`src/rtl/flt_add_seq.sv`:
```
// flt_add_seq: multi-cycle floating-point add/sub with start/ack handshake.
// Ports: clk, reset (sync, high), start, a, b -> result, ack, busy. Macro: FLT_ROUND_EN.
module flt_add_seq #(
  parameter int EXP_W = 5,
  parameter int MAN_W = 10,
  parameter int BIAS  = 2**(EXP_W-1)-1
) (
  input  logic                   clk,
  input  logic                   reset,
  input  logic                   start,
  input  logic [EXP_W+MAN_W:0]   a,
  input  logic [EXP_W+MAN_W:0]   b,
  output logic [EXP_W+MAN_W:0]   result,
  output logic                   ack,
  output logic                   busy
);

  localparam int W  = EXP_W + MAN_W + 1;
  localparam int DW = MAN_W + 5;
  localparam int EW = EXP_W + 1;

  localparam logic [EXP_W-1:0] EMAX = '1;
  localparam logic [EW-1:0]    ONE  = EW'(1);
  localparam logic [EW-1:0]    TWO  = EW'(2);
  localparam logic [EW-1:0]    FLSH = EW'(MAN_W + 3);
  localparam logic [EW-1:0]    ETOP = {1'b0, EMAX};
  localparam logic [W-1:0]     QNAN =
    {1'b0, EMAX, 1'b1, {(MAN_W-1){1'b0}}};

  typedef enum logic [2:0] {
    S_IDLE, S_UNPACK, S_ALIGN, S_ADD,
    S_NORM, S_ROUND, S_PACK, S_DONE
  } state_t;

  state_t        state_q, state_d;
  logic [W-1:0]  a_q, a_d, b_q, b_d;
  logic          sx_q, sx_d, sub_q, sub_d;
  logic [EW-1:0] ex_q, ex_d, ey_q, ey_d;
  logic [DW-1:0] mx_q, mx_d, my_q, my_d;
  logic          spec_q, spec_d;
  logic [W-1:0]  spv_q, spv_d;
  logic [W-1:0]  res_q, res_d;
  logic          ack_q, ack_d;

  logic            swap, a_inf, b_inf;
  logic [W-1:0]    xop, yop;
  logic [EW-1:0]   ex_u, ey_u, dexp, ey_inc;
  logic [DW-1:0]   sum;
  logic [MAN_W+1:0] rnd;
  logic            inc;

  // On equal magnitude A stays X, so A wins ties.
  assign swap  = b_q[W-2:0] > a_q[W-2:0];
  assign xop   = swap ? b_q : a_q;
  assign yop   = swap ? a_q : b_q;
  assign a_inf = a_q[W-2:MAN_W] == EMAX;
  assign b_inf = b_q[W-2:MAN_W] == EMAX;

  // Subnormals share the exponent of the smallest normal.
  assign ex_u = (xop[W-2:MAN_W] == '0) ? ONE
              : {1'b0, xop[W-2:MAN_W]};
  assign ey_u = (yop[W-2:MAN_W] == '0) ? ONE
              : {1'b0, yop[W-2:MAN_W]};
  assign dexp   = ex_q - ey_q;
  assign ey_inc = ey_q + ONE;

  always_comb begin
    state_d = state_q;
    a_d     = a_q;
    b_d     = b_q;
    sx_d    = sx_q;
    sub_d   = sub_q;
    ex_d    = ex_q;
    ey_d    = ey_q;
    mx_d    = mx_q;
    my_d    = my_q;
    spec_d  = spec_q;
    spv_d   = spv_q;
    res_d   = res_q;
    ack_d   = ack_q;
    sum     = '0;
    rnd     = '0;
    inc     = 1'b0;
    unique case (state_q)
      S_IDLE, S_DONE: begin
        if (start) begin
          a_d     = a;
          b_d     = b;
          ack_d   = 1'b0;
          spec_d  = 1'b0;
          state_d = S_UNPACK;
        end
      end
      S_UNPACK: begin
        sx_d  = xop[W-1];
        sub_d = a_q[W-1] ^ b_q[W-1];
        ex_d  = ex_u;
        ey_d  = ey_u;
        mx_d  = {1'b0, |xop[W-2:MAN_W],
                 xop[MAN_W-1:0], 3'b000};
        my_d  = {1'b0, |yop[W-2:MAN_W],
                 yop[MAN_W-1:0], 3'b000};
        if (a_inf && b_inf) begin
          spec_d  = 1'b1;
          spv_d   = (a_q[W-1] != b_q[W-1]) ? QNAN : a_q;
          state_d = S_PACK;
        end else if (a_inf) begin
          spec_d  = 1'b1;
          spv_d   = a_q;
          state_d = S_PACK;
        end else if (b_inf) begin
          spec_d  = 1'b1;
          spv_d   = b_q;
          state_d = S_PACK;
        end else if (ex_u == ey_u) begin
          state_d = S_ADD;
        end else begin
          state_d = S_ALIGN;
        end
      end
      S_ALIGN: begin
        // Far-away Y only matters as a sticky bit.
        if (dexp > FLSH) begin
          my_d    = {{(DW-1){1'b0}}, |my_q};
          ey_d    = ex_q;
          state_d = S_ADD;
        end else begin
          my_d = {1'b0, my_q[DW-1:2], |my_q[1:0]};
          ey_d = ey_inc;
          if (ey_inc == ex_q) state_d = S_ADD;
        end
      end
      S_ADD: begin
        sum  = sub_q ? (mx_q - my_q) : (mx_q + my_q);
        mx_d = sum;
        if (sum[DW-1])
          state_d = S_NORM;
        else if (sum == '0)
          state_d = S_ROUND;
        else if (!sum[DW-2] && ex_q > ONE)
          state_d = S_NORM;
        else
          state_d = S_ROUND;
      end
      S_NORM: begin
        if (mx_q[DW-1]) begin
          mx_d    = {1'b0, mx_q[DW-1:2], |mx_q[1:0]};
          ex_d    = ex_q + ONE;
          state_d = S_ROUND;
        end else begin
          mx_d = {mx_q[DW-2:0], 1'b0};
          ex_d = ex_q - ONE;
          // Stop once normalised or at the subnormal floor.
          if (mx_q[DW-3] || ex_q == TWO) state_d = S_ROUND;
        end
      end
      S_ROUND: begin
`ifdef FLT_ROUND_EN
        inc = mx_q[2] & (mx_q[1] | mx_q[0] | mx_q[3]);
`else
        inc = 1'b0;
`endif
        rnd = mx_q[DW-1:3] + {{(MAN_W+1){1'b0}}, inc};
        if (rnd[MAN_W+1]) begin
          mx_d = {1'b0, rnd[MAN_W+1:1], 3'b000};
          ex_d = ex_q + ONE;
        end else begin
          mx_d = {rnd, 3'b000};
        end
        state_d = S_PACK;
      end
      S_PACK: begin
        if (spec_q)
          res_d = spv_q;
        else if (mx_q[DW-1:3] == '0)
          res_d = '0;
        else if (ex_q >= ETOP)
          res_d = {sx_q, EMAX, {MAN_W{1'b0}}};
        else if (mx_q[DW-2])
          res_d = {sx_q, ex_q[EXP_W-1:0], mx_q[DW-3:3]};
        else
          res_d = {sx_q, {EXP_W{1'b0}}, mx_q[DW-3:3]};
        ack_d   = 1'b1;
        state_d = S_DONE;
      end
      default: state_d = S_IDLE;
    endcase
  end

  always_ff @(posedge clk) begin
    if (reset) begin
      state_q <= S_IDLE;
      a_q     <= '0;
      b_q     <= '0;
      sx_q    <= 1'b0;
      sub_q   <= 1'b0;
      ex_q    <= '0;
      ey_q    <= '0;
      mx_q    <= '0;
      my_q    <= '0;
      spec_q  <= 1'b0;
      spv_q   <= '0;
      res_q   <= '0;
      ack_q   <= 1'b0;
    end else begin
      state_q <= state_d;
      a_q     <= a_d;
      b_q     <= b_d;
      sx_q    <= sx_d;
      sub_q   <= sub_d;
      ex_q    <= ex_d;
      ey_q    <= ey_d;
      mx_q    <= mx_d;
      my_q    <= my_d;
      spec_q  <= spec_d;
      spv_q   <= spv_d;
      res_q   <= res_d;
      ack_q   <= ack_d;
    end
  end

  assign result = res_q;
  assign ack    = ack_q;
  assign busy   = (state_q != S_IDLE) && (state_q != S_DONE);

endmodule
```
`config.mk`:
```
export PLATFORM = sky130hd
export DESIGN_NAME = flt_add_seq
export DESIGN_NICKNAME = d
export VERILOG_FILES = /design/src/rtl/flt_add_seq.sv
export SDC_FILE = /design/constraint.sdc
export NUM_CORES = 1
export LEC_CHECK = 0
export CORE_MARGIN = 5
export CORE_UTILIZATION = 50
export CTS_CLUSTER_DIAMETER = 200
export DETAILED_ROUTE_END_ITERATION = 7
export PLACE_DENSITY = 0.69
export SLEW_MARGIN = 20
export SYNTH_ARGS = -nofsm -noshare
export SYNTH_HDL_FRONTEND = slang
export SYNTH_SLANG_ARGS = --single-unit
```
`constraint.sdc`:
```
create_clock -name clk -period 9.5 [get_ports clk]
set_input_delay 0.95 -clock clk [delete_from_list [all_inputs] [get_ports clk]]
set_output_delay 0.95 -clock clk [all_outputs]
set_load 0.02 [all_outputs]
```
* Yosys cells after proc, flatten, opt, wreduce, memory -nomap -nowiden
Index checks and enable logic that the tools add are counted.
Storage, ports and cells: bits in registers 113, bits of input ports 35, output and inout bits 18, word-level logic and storage cells 116
Operators by class: $add $sub $neg 6, order comparisons 4, eq/ne operators 19, muxes and demuxes 42, bitwise logic cells 1, reduce and logical (&&, ||, !) cells 30
Operators by type and width (number):
- two-way mux 16 bit | 7
- two-way mux 15 bit | 5
- one-hot mux 15 bit (4 select lines) | 1
- one-hot mux 15 bit (2 select lines) | 1
- two-way mux 14 bit | 2
- two-way mux 3 bit | 8
- one-hot mux 3 bit (7 select lines) | 1
- two-way mux 6 bit | 3
- one-hot mux 6 bit (3 select lines) | 1
- adder 15 bit | 1
- greater-than comparator 15 bit | 1
- zero test 15 bit | 1
- OR reduction 15 bit | 1
- subtractor 15 bit | 1
- adder 6 x 1 -> 6 bit (second input constant) | 2
- equality test 3 bit (second input constant) | 4
- zero test 12 bit | 1
- one-hot mux 6 bit (2 select lines) | 1
- equality test 5 bit (second input constant) | 2
- zero test 5 bit | 2
- two-way mux 5 bit | 2
- AND reduction 2 bit | 5
- OR reduction 5 bit | 2
- inequality test 3 bit (second input constant) | 3
- 25 further kinds | 44

* Longest topological paths before layout
Gate-level depths: netlist of the first run.
depth in word-level cells 10, gate-level depth with buffers 15, gate-level depth less buffers 13

* Worst setup path after synthesis of the first run
Ideal clock, no wire load.
path kind register -> register, start point reg my_q[0], end point reg mx_q[13], library setup time 0.087 ns, arrival time 3.119 ns, required time 9.413 ns, setup slack 6.294 ns, stages on the path, launching flop included 15, path buffers 2, period minus slack after synthesis 3.206 ns, cells stage by stage dfxtp_1 -> inv_1 -> ha_1 -> and3_1 -> clkbuf_1 -> a21oi_1 -> xnor2_1 -> ha_1 -> clkdlybuf4s15_1 -> and3_1 -> a311o_1 -> a221o_2 -> a21oi_1 -> xor2_1 -> o31ai_1
On the way: word-level cells in the longest chain between the ends 3, elaborated cells on any way between the ends 4, classes of those cells 2 x add/sub; 2 x mux
Ends and longest elaborated chain:
- from (decl) | line 39 | logic [DW-1:0] mx_q, mx_d, my_q, my_d;
- from (signal assigned) | line 214 | my_q <= my_d;
- adder 15 bit / subtractor 15 bit (equally long branches) | line 134 | sum = sub_q ? (mx_q - my_q) : (mx_q + my_q);
- two-way mux 15 bit * | line 134
- one-hot mux 15 bit (4 select lines) * | line 84 | unique case (state_q)
- to (signal assigned) | line 213 | mx_q <= mx_d;
- to (decl) | line 39
Mark *: on every way between the ends. The rest lies on a longest branch, timed or not. A chain may end at the register's enable or synchronous reset.

* Worst setup path after layout of the first run
start point reg ex_q[0], end point reg state_q[1]
On the way: word-level cells in the longest chain between the ends 4, elaborated cells on any way between the ends 10, classes of those cells 1 x add/sub; 1 x order compare; 4 x eq/ne; 2 x mux; 2 x reduce/logical
Ends and longest elaborated chain:
- from (decl) | line 38 | logic [EW-1:0] ex_q, ex_d, ey_q, ey_d;
- from (signal assigned) | line 197 | ex_q <= '0;
- from (signal assigned) | line 211 | ex_q <= ex_d;
- subtractor 6 bit / equality test 6 x 2 -> 1 bit (equally long branches) | line 64, 154
- greater-than comparator 6 x 4 -> 1 bit / logical OR 1 bit (equally long branches) | line 123, 154
- two-way mux 3 bit / inequality test 3 bit (equally long branches)
- one-hot mux 3 bit (7 select lines) / AND reduction 3 bit (equally long branches)
- to (signal assigned) | line 206 | state_q <= state_d;
- to (decl) | line 35 | state_t state_q, state_d;
Parallel ways exist; a longest one is shown, timed or not.

==> results of run 1 <==
-- flip-flops by register name, indices dropped and copies added (netlist names) --
name	count
a_q	16
b_q	16
result	16
spv_q	16
mx_q	15
my_q	14
ex_q	6
ey_q	6
state_q	3
ack	1
spec_q	1
sub_q	1
sx_q	1
-- cells by family (layout without fill, tap and decap cells) --
| logic type | after synthesis | in the layout | synth area share |
|---|---|---|---|
| simple gates | 348 | 348 | 0.211 |
| compound gates | 291 | 291 | 0.264 |
| flops | 112 | 112 | 0.294 |
| buf+inv | 108 | 116 | 0.0581 |
| fa+ha+maj | 47 | 47 | 0.0791 |
| mux | 38 | 38 | 0.0520 |
| xor+xnor | 36 | 36 | 0.0424 |
-- where the power goes --
group | internal, mW | total, mW | leakage (nW) | switching [mW]
combinational | 0.958 | 2.35 | 1.99 | 1.39
sequential | 0.556 | 0.747 | 0.911 | 0.190
clock | 0.229 | 0.410 | 0.161 | 0.180
-- cells in the final DEF, fill, tap and decap left out, types with 11 or more instances in the layout --
master	n
inv_1	40
nand2_1	120
nand3_1	21
o211ai_1	11
mux2_2	13
a22oi_1	31
clkdlybuf4s50_1	51
a31oi_1	11
a21oi_1	71
nand4_1	13
ha_1	45
mux2i_1	25
nor2_1	109
o21ai_0	41
dfxtp_1	112
nor3_1	15
a211oi_1	38
xnor2_1	27
-- path summary, 6_finish.rpt --
path         slack, ns  cells after the start                      end              startpoint
max reg2reg       5.68                     10  state_q[1]$_SDFFE_PP0P_    ex_q[0]$_SDFFE_PP0P_
min               0.47                      2   spv_q[14]$_SDFFE_PP0P_  spv_q[14]$_SDFFE_PP0P_
max               5.68                     10  state_q[1]$_SDFFE_PP0P_    ex_q[0]$_SDFFE_PP0P_
min reg2reg       0.47                      2   spv_q[14]$_SDFFE_PP0P_  spv_q[14]$_SDFFE_PP0P_
-- through the flow --
step                      cells  power, mW
after CTS                  1176       3.47
after floorplan             980       2.54
final                      1176       3.50
after global routing       1176       3.76
after global placement     1160       3.03
after detailed placement   1160       3.05
-- area by class of cell --
cell class                      count  area share
Clock inverter                      4     0.00693
Tap cell                          188      0.0277
Clock buffer                       12      0.0314
Sequential cell                   112       0.264
Inverter                           40      0.0177
Multi-Input combinational cell    760       0.584
Timing Repair Buffer               60      0.0681
-- metal layers --
layer / global-route usage / part of all wire / vias to the layer above
met2: 0.381 / 0.46 / 236
met4: 0.0480 / 0.013 / 0
met3: 0.0457 / 0.059 / 25
met1: 0.350 / 0.46 / 3396
li1: - / - / 3576
met5: 0 / 0 / -
-- worst max-delay path, delay by kind of cell, from the launching register on --
kind,cells,cell delay [ns]
compound gates,3,1.50
fa+ha+maj,2,0.65
buf+inv,1,0.16
flops,1,0.54
mux,1,0.22
simple gates,3,0.66
==> results.py, run 1 <==
metrics = {
    "outcome": {
        "status": "finished, final reports clean",
    },
    "power": {
        "pwr_density_cell_nw_per_um2": 413,
        "p_leak_nw": 3.06,
        "vdd_ir_drop_max_mv": 0.230,
    },
    "clock_network": {
        "cts_sinks": 112,
        "clk_latency_ns": 0.35,
        "cts_resized": 0,
        "post_cts_buffers": 0,
        "cts_tree": "built",
        "cts_root_buffer": "clkbuf_16",
        "cts_max_level": 3,
        "postCtsHoldBufs": 0,
        "cts_buffers": 9,
        "cts_max_path_buffers": 2,
        "clkTransAtPathRegs_ns": 0.07,
    },
    "drt": {
        "vias_per_cell": 6.15,
        "drc": 0,
        "num_vias": 7233,
        "firstDrtPassIters": 5,
        "antenna_left": 0,
        "drt_wl_total_um": 22000,
        "wl_per_cell_um": 18.7,
        "first_iter_violations": 746,
    },
    "worst_setup_path": {
        "cp_slowest_stage_delay_ns": 0.84,
        "critPathLaunchType": "register",
        "required_ns": 9.78,
        "cp-end-kind": "register",
        "crit_path_max_fanout": 13,
        "slowest_stage": "o21bai_1",
        "arrival_ns": 4.10,
        "crit_type": "register to register",
        "path_cells": "inv_1 -> ha_1 -> fa_1 -> and2_1 -> nor3b_1 -> o211a_1 -> o21bai_1 -> nand2_2 -> o31ai_1 -> mux2i_1",
    },
    "finish": {
        "fin_area_um2": 8490,
        "register_area_um2": 2240,
        "final_core_util": 0.563,
        "n_antenna_cell": 0,
        "multi_input_area_um2": 4960,
        "drive_gt1_frac": 0.0638,
        "syn_to_final_growth_pct": 11.4,
        "final_nets": 1065,
        "fillers": 1454,
    },
    "placement": {
        "dpl.hpwl_um": 16200,
        "dpl_cell_area_um2": 8160,
        "pre_cts_ws_ns": 5.84,
        "io_buffers": 52,
        "gp_congestion": 0.899,
    },
    "global_routing": {
        "grt_pass1_vias": 6432,
        "grt_pass1_wl_um": 35100,
        "overflow": 0,
        "grt_max_degree": 87,
        "grt_usage": 0.243,
        "antenna_found_initial": 0,
    },
    "floorplanning": {
        "io_pins": 53,
        "initial_core_util": 0.505,
        "fp.dieW_um": 133,
        "row_count": 45,
        "fp.dieH_um": 133,
        "core_area_um2": 15100,
        "dieArea_um2": 17800,
    },
    "worst_hold_path": {
        "worstHoldPathType": "register to register",
    },
    "synth": {
        "synthCells": 980,
        "synth.distinct_cells": 81,
        "async_flop_share": 0,
        "yosys_warnings": 0,
        "avgSynthCellArea_um2": 7.78,
        "synthTopCellsByArea": "dfxtp_1, ha_1, nand2_1, nor2_1, a21oi_1",
        "yosysTopAreaCellShare": 0.294,
        "synth_edf_count": 0,
        "yosys-top-cells-count": "nand2_1, dfxtp_1, nor2_1",
        "synth_ff_type": "dfxtp_1",
        "ys_seq_area_frac": 0.294,
        "synth_area_um2": 7620,
        "syn_nets": 1062,
        "yosysMostFrequentCell": "nand2_1",
        "ys_ff_latch": 112,
        "yosys.area.top_type": "dfxtp_1",
    },
    "sta": {
        "clock.fmax_ghz": 0.262,
        "setup_tns_ns": 0,
        "layout_setup_ws_ns": 5.68,
        "rsz0062_at_grt": "no",
        "report.final.slew_viol_count": 0,
        "setup_viol": 0,
        "min_period_ns": 3.82,
        "relSlewSlack": 0.272,
        "hold_viol": 0,
        "finalClockSkew_ns": 0.00925,
        "post-route-period-util": 0.402,
        "tightest_slew_ns": 1.09,
        "holdWs_ns": 0.472,
    },
    "flow_run": {
        "drv_cap": 0,
    },
}
(Power assumes the default switching activity.)
==> run 2, diff against run 1 <==
Settings changed: PLACE_DENSITY 0.69 to 0.72.
Clock period 9.5 ns to 3.15 ns, I/O delays scaled along.
==> run 2 against run 1 <==
Net effect:
- final area grew 7.4%
- first-iteration DRC count shrank 5.1%
- critical path depth grew 1
- routed wire length grew 4.7%
- via count grew 5.3%
- register-to-register slack lost 5.6 ns
- cell count grew 6.2%
- worst hold slack lost 0.10 ns
- clock power grew to 2.9 times the previous value
==> results.py, run 2 (same netlist as run 1, synthesis figures left out) <==
metrics = {
    "finish": {
        "stdcell_count": 1249,
        "fillers": 1424,
        "final_core_util": 0.604,
        "final_nets": 1138,
        "syn_to_final_growth_pct": 19.6,
        "n_antenna_cell": 0,
        "final_cell_mix": "nand2_1, dfxtp_1, nor2_1",
        "drive_gt1_frac": 0.145,
        "final_common_cell": "nand2_1",
    },
    "worst_setup_path": {
        "critPathLaunchType": "register",
        "required_ns": 3.43,
        "crit_path_max_fanout": 4,
        "cp-end-kind": "register",
        "arrival_ns": 3.38,
        "crit_type": "register to register",
    },
    "global_routing": {
        "antenna_found_initial": 0,
        "grt_pass1_vias": 6794,
        "grt_max_degree": 41,
        "grt_usage": 0.251,
        "grt_pass1_wl_um": 36100,
        "overflow": 0,
    },
    "floorplanning": {
        "io_pins": 53,
        "dieArea_um2": 17800,
        "fp.dieW_um": 133,
        "row_count": 45,
        "core_area_um2": 15100,
        "fp.dieH_um": 133,
        "initial_core_util": 0.505,
    },
    "sta": {
        "finalClockSkew_ns": 0.00752,
        "layout_setup_ws_ns": 0.0485,
        "setup_tns_ns": 0,
        "holdWs_ns": 0.369,
        "setup_viol": 0,
        "report.final.slew_viol_count": 0,
        "tightest_slew_ns": 1.04,
        "rsz0062_at_grt": "yes",
        "min_period_ns": 3.10,
        "clock.fmax_ghz": 0.322,
        "post-route-period-util": 0.985,
        "relSlewSlack": 0.302,
        "hold_viol": 0,
    },
    "power": {
        "p_leak_nw": 3.42,
        "pwr_density_cell_nw_per_um2": 1330,
        "vdd_ir_drop_max_mv": 0.714,
    },
    "drt": {
        "antenna_left": 0,
        "num_vias": 7618,
        "vias_per_cell": 6.10,
        "first_iter_violations": 708,
        "drc": 0,
        "drt_wl_total_um": 23000,
        "firstDrtPassIters": 8,
        "wl_per_cell_um": 18.4,
    },
    "clock_network": {
        "cts_max_path_buffers": 2,
        "cts_buffers": 9,
        "clk_latency_ns": 0.36,
        "cts_tree": "built",
        "cts_max_level": 3,
        "cts_root_buffer": "clkbuf_16",
        "cts_sinks": 112,
        "clkTransAtPathRegs_ns": 0.08,
    },
    "flow_run": {
        "drv_cap": 0,
    },
    "outcome": {
        "status": "finished, final reports clean",
    },
    "placement": {
        "dp_cells": 1228,
        "gp_congestion": 0.967,
        "io_buffers": 52,
        "dpl.hpwl_um": 17200,
        "pre_cts_ws_ns": -0.114,
    },
    "worst_hold_path": {
        "worstHoldPathType": "input port to register",
    },
}
-- run 2: cell count changes in the layout (fill, tap and decap cells not counted), sizes merged --
cell	change
buf	+73
clkbuf	-3
clkinvlp	+3
clkinv	-1
inv	+1
-- run 2: repair_timing --
action / CTS / global route
gates resized for setup: 3 / 20
buffers inserted: 2 / 3
endpoints found under the hold margin: 0 / 0
setup endpoints to repair: 2 / 5
pin swaps: 2 / 26
hold buffers: 0 / 0
-- run 2: per-stage QoR --
step	cell area, um2	total power, mW
2_1_floorplan	7630	7.68
3_3_place_gp	8670	10.3
3_5_place_dp	8670	10.3
4_1_cts	9000	11.6
5_1_grt	9110	12.9
6_report	9110	12.1
-- run 2: worst paths after layout --
check	start	to	slack (ns)	depth (start not counted)
worst max-delay path	my_q[1]$_SDFFE_PP0N_	state_q[0]$_SDFFE_PP0P_	0.05	11
worst min-delay path	reset	mx_q[2]$_SDFFE_PP0P_	0.37	2
worst max register to register	my_q[1]$_SDFFE_PP0N_	state_q[0]$_SDFFE_PP0P_	0.05	11
worst min register to register	spv_q[14]$_SDFFE_PP0P_	spv_q[14]$_SDFFE_PP0P_	0.48	2
-- run 2: per-layer routing --
layer  GRT usage  vias up  wire, um
met3      0.0525       47      1570
met5           0        -         0
met2       0.404      266     10700
li1            -     3710         -
met4      0.0777        0       595
met1       0.338     3595     10200
-- run 2: where the power goes --
group          internal (mW)  switching, mW
sequential              1.68          0.361
clock                  0.628          0.575
combinational           3.86           5.00
total                   6.17           5.93
-- run 2: area by class of cell --
cell class	instances	area [um2]	share of cell area
clock buffer	9	225	0.0247
clock inverter	7	80.1	0.00879
inverter	40	150	0.0165
multi-input combinational	760	5050	0.554
sequential	112	2240	0.246
tap	188	235	0.0258
timing repair buffer	133	1130	0.124
-- run 2: critical path, stage by stage (launching register included) --
cell      delay [ns]
dfxtp_1         0.35
inv_2           0.07
ha_4            0.23
mux2_2          0.31
fa_1            0.44
and2b_2         0.24
o31a_2          0.18
o21ai_0         0.15
a311o_1         0.40
nor4_4          0.30
a41oi_1         0.14
a211oi_1        0.22
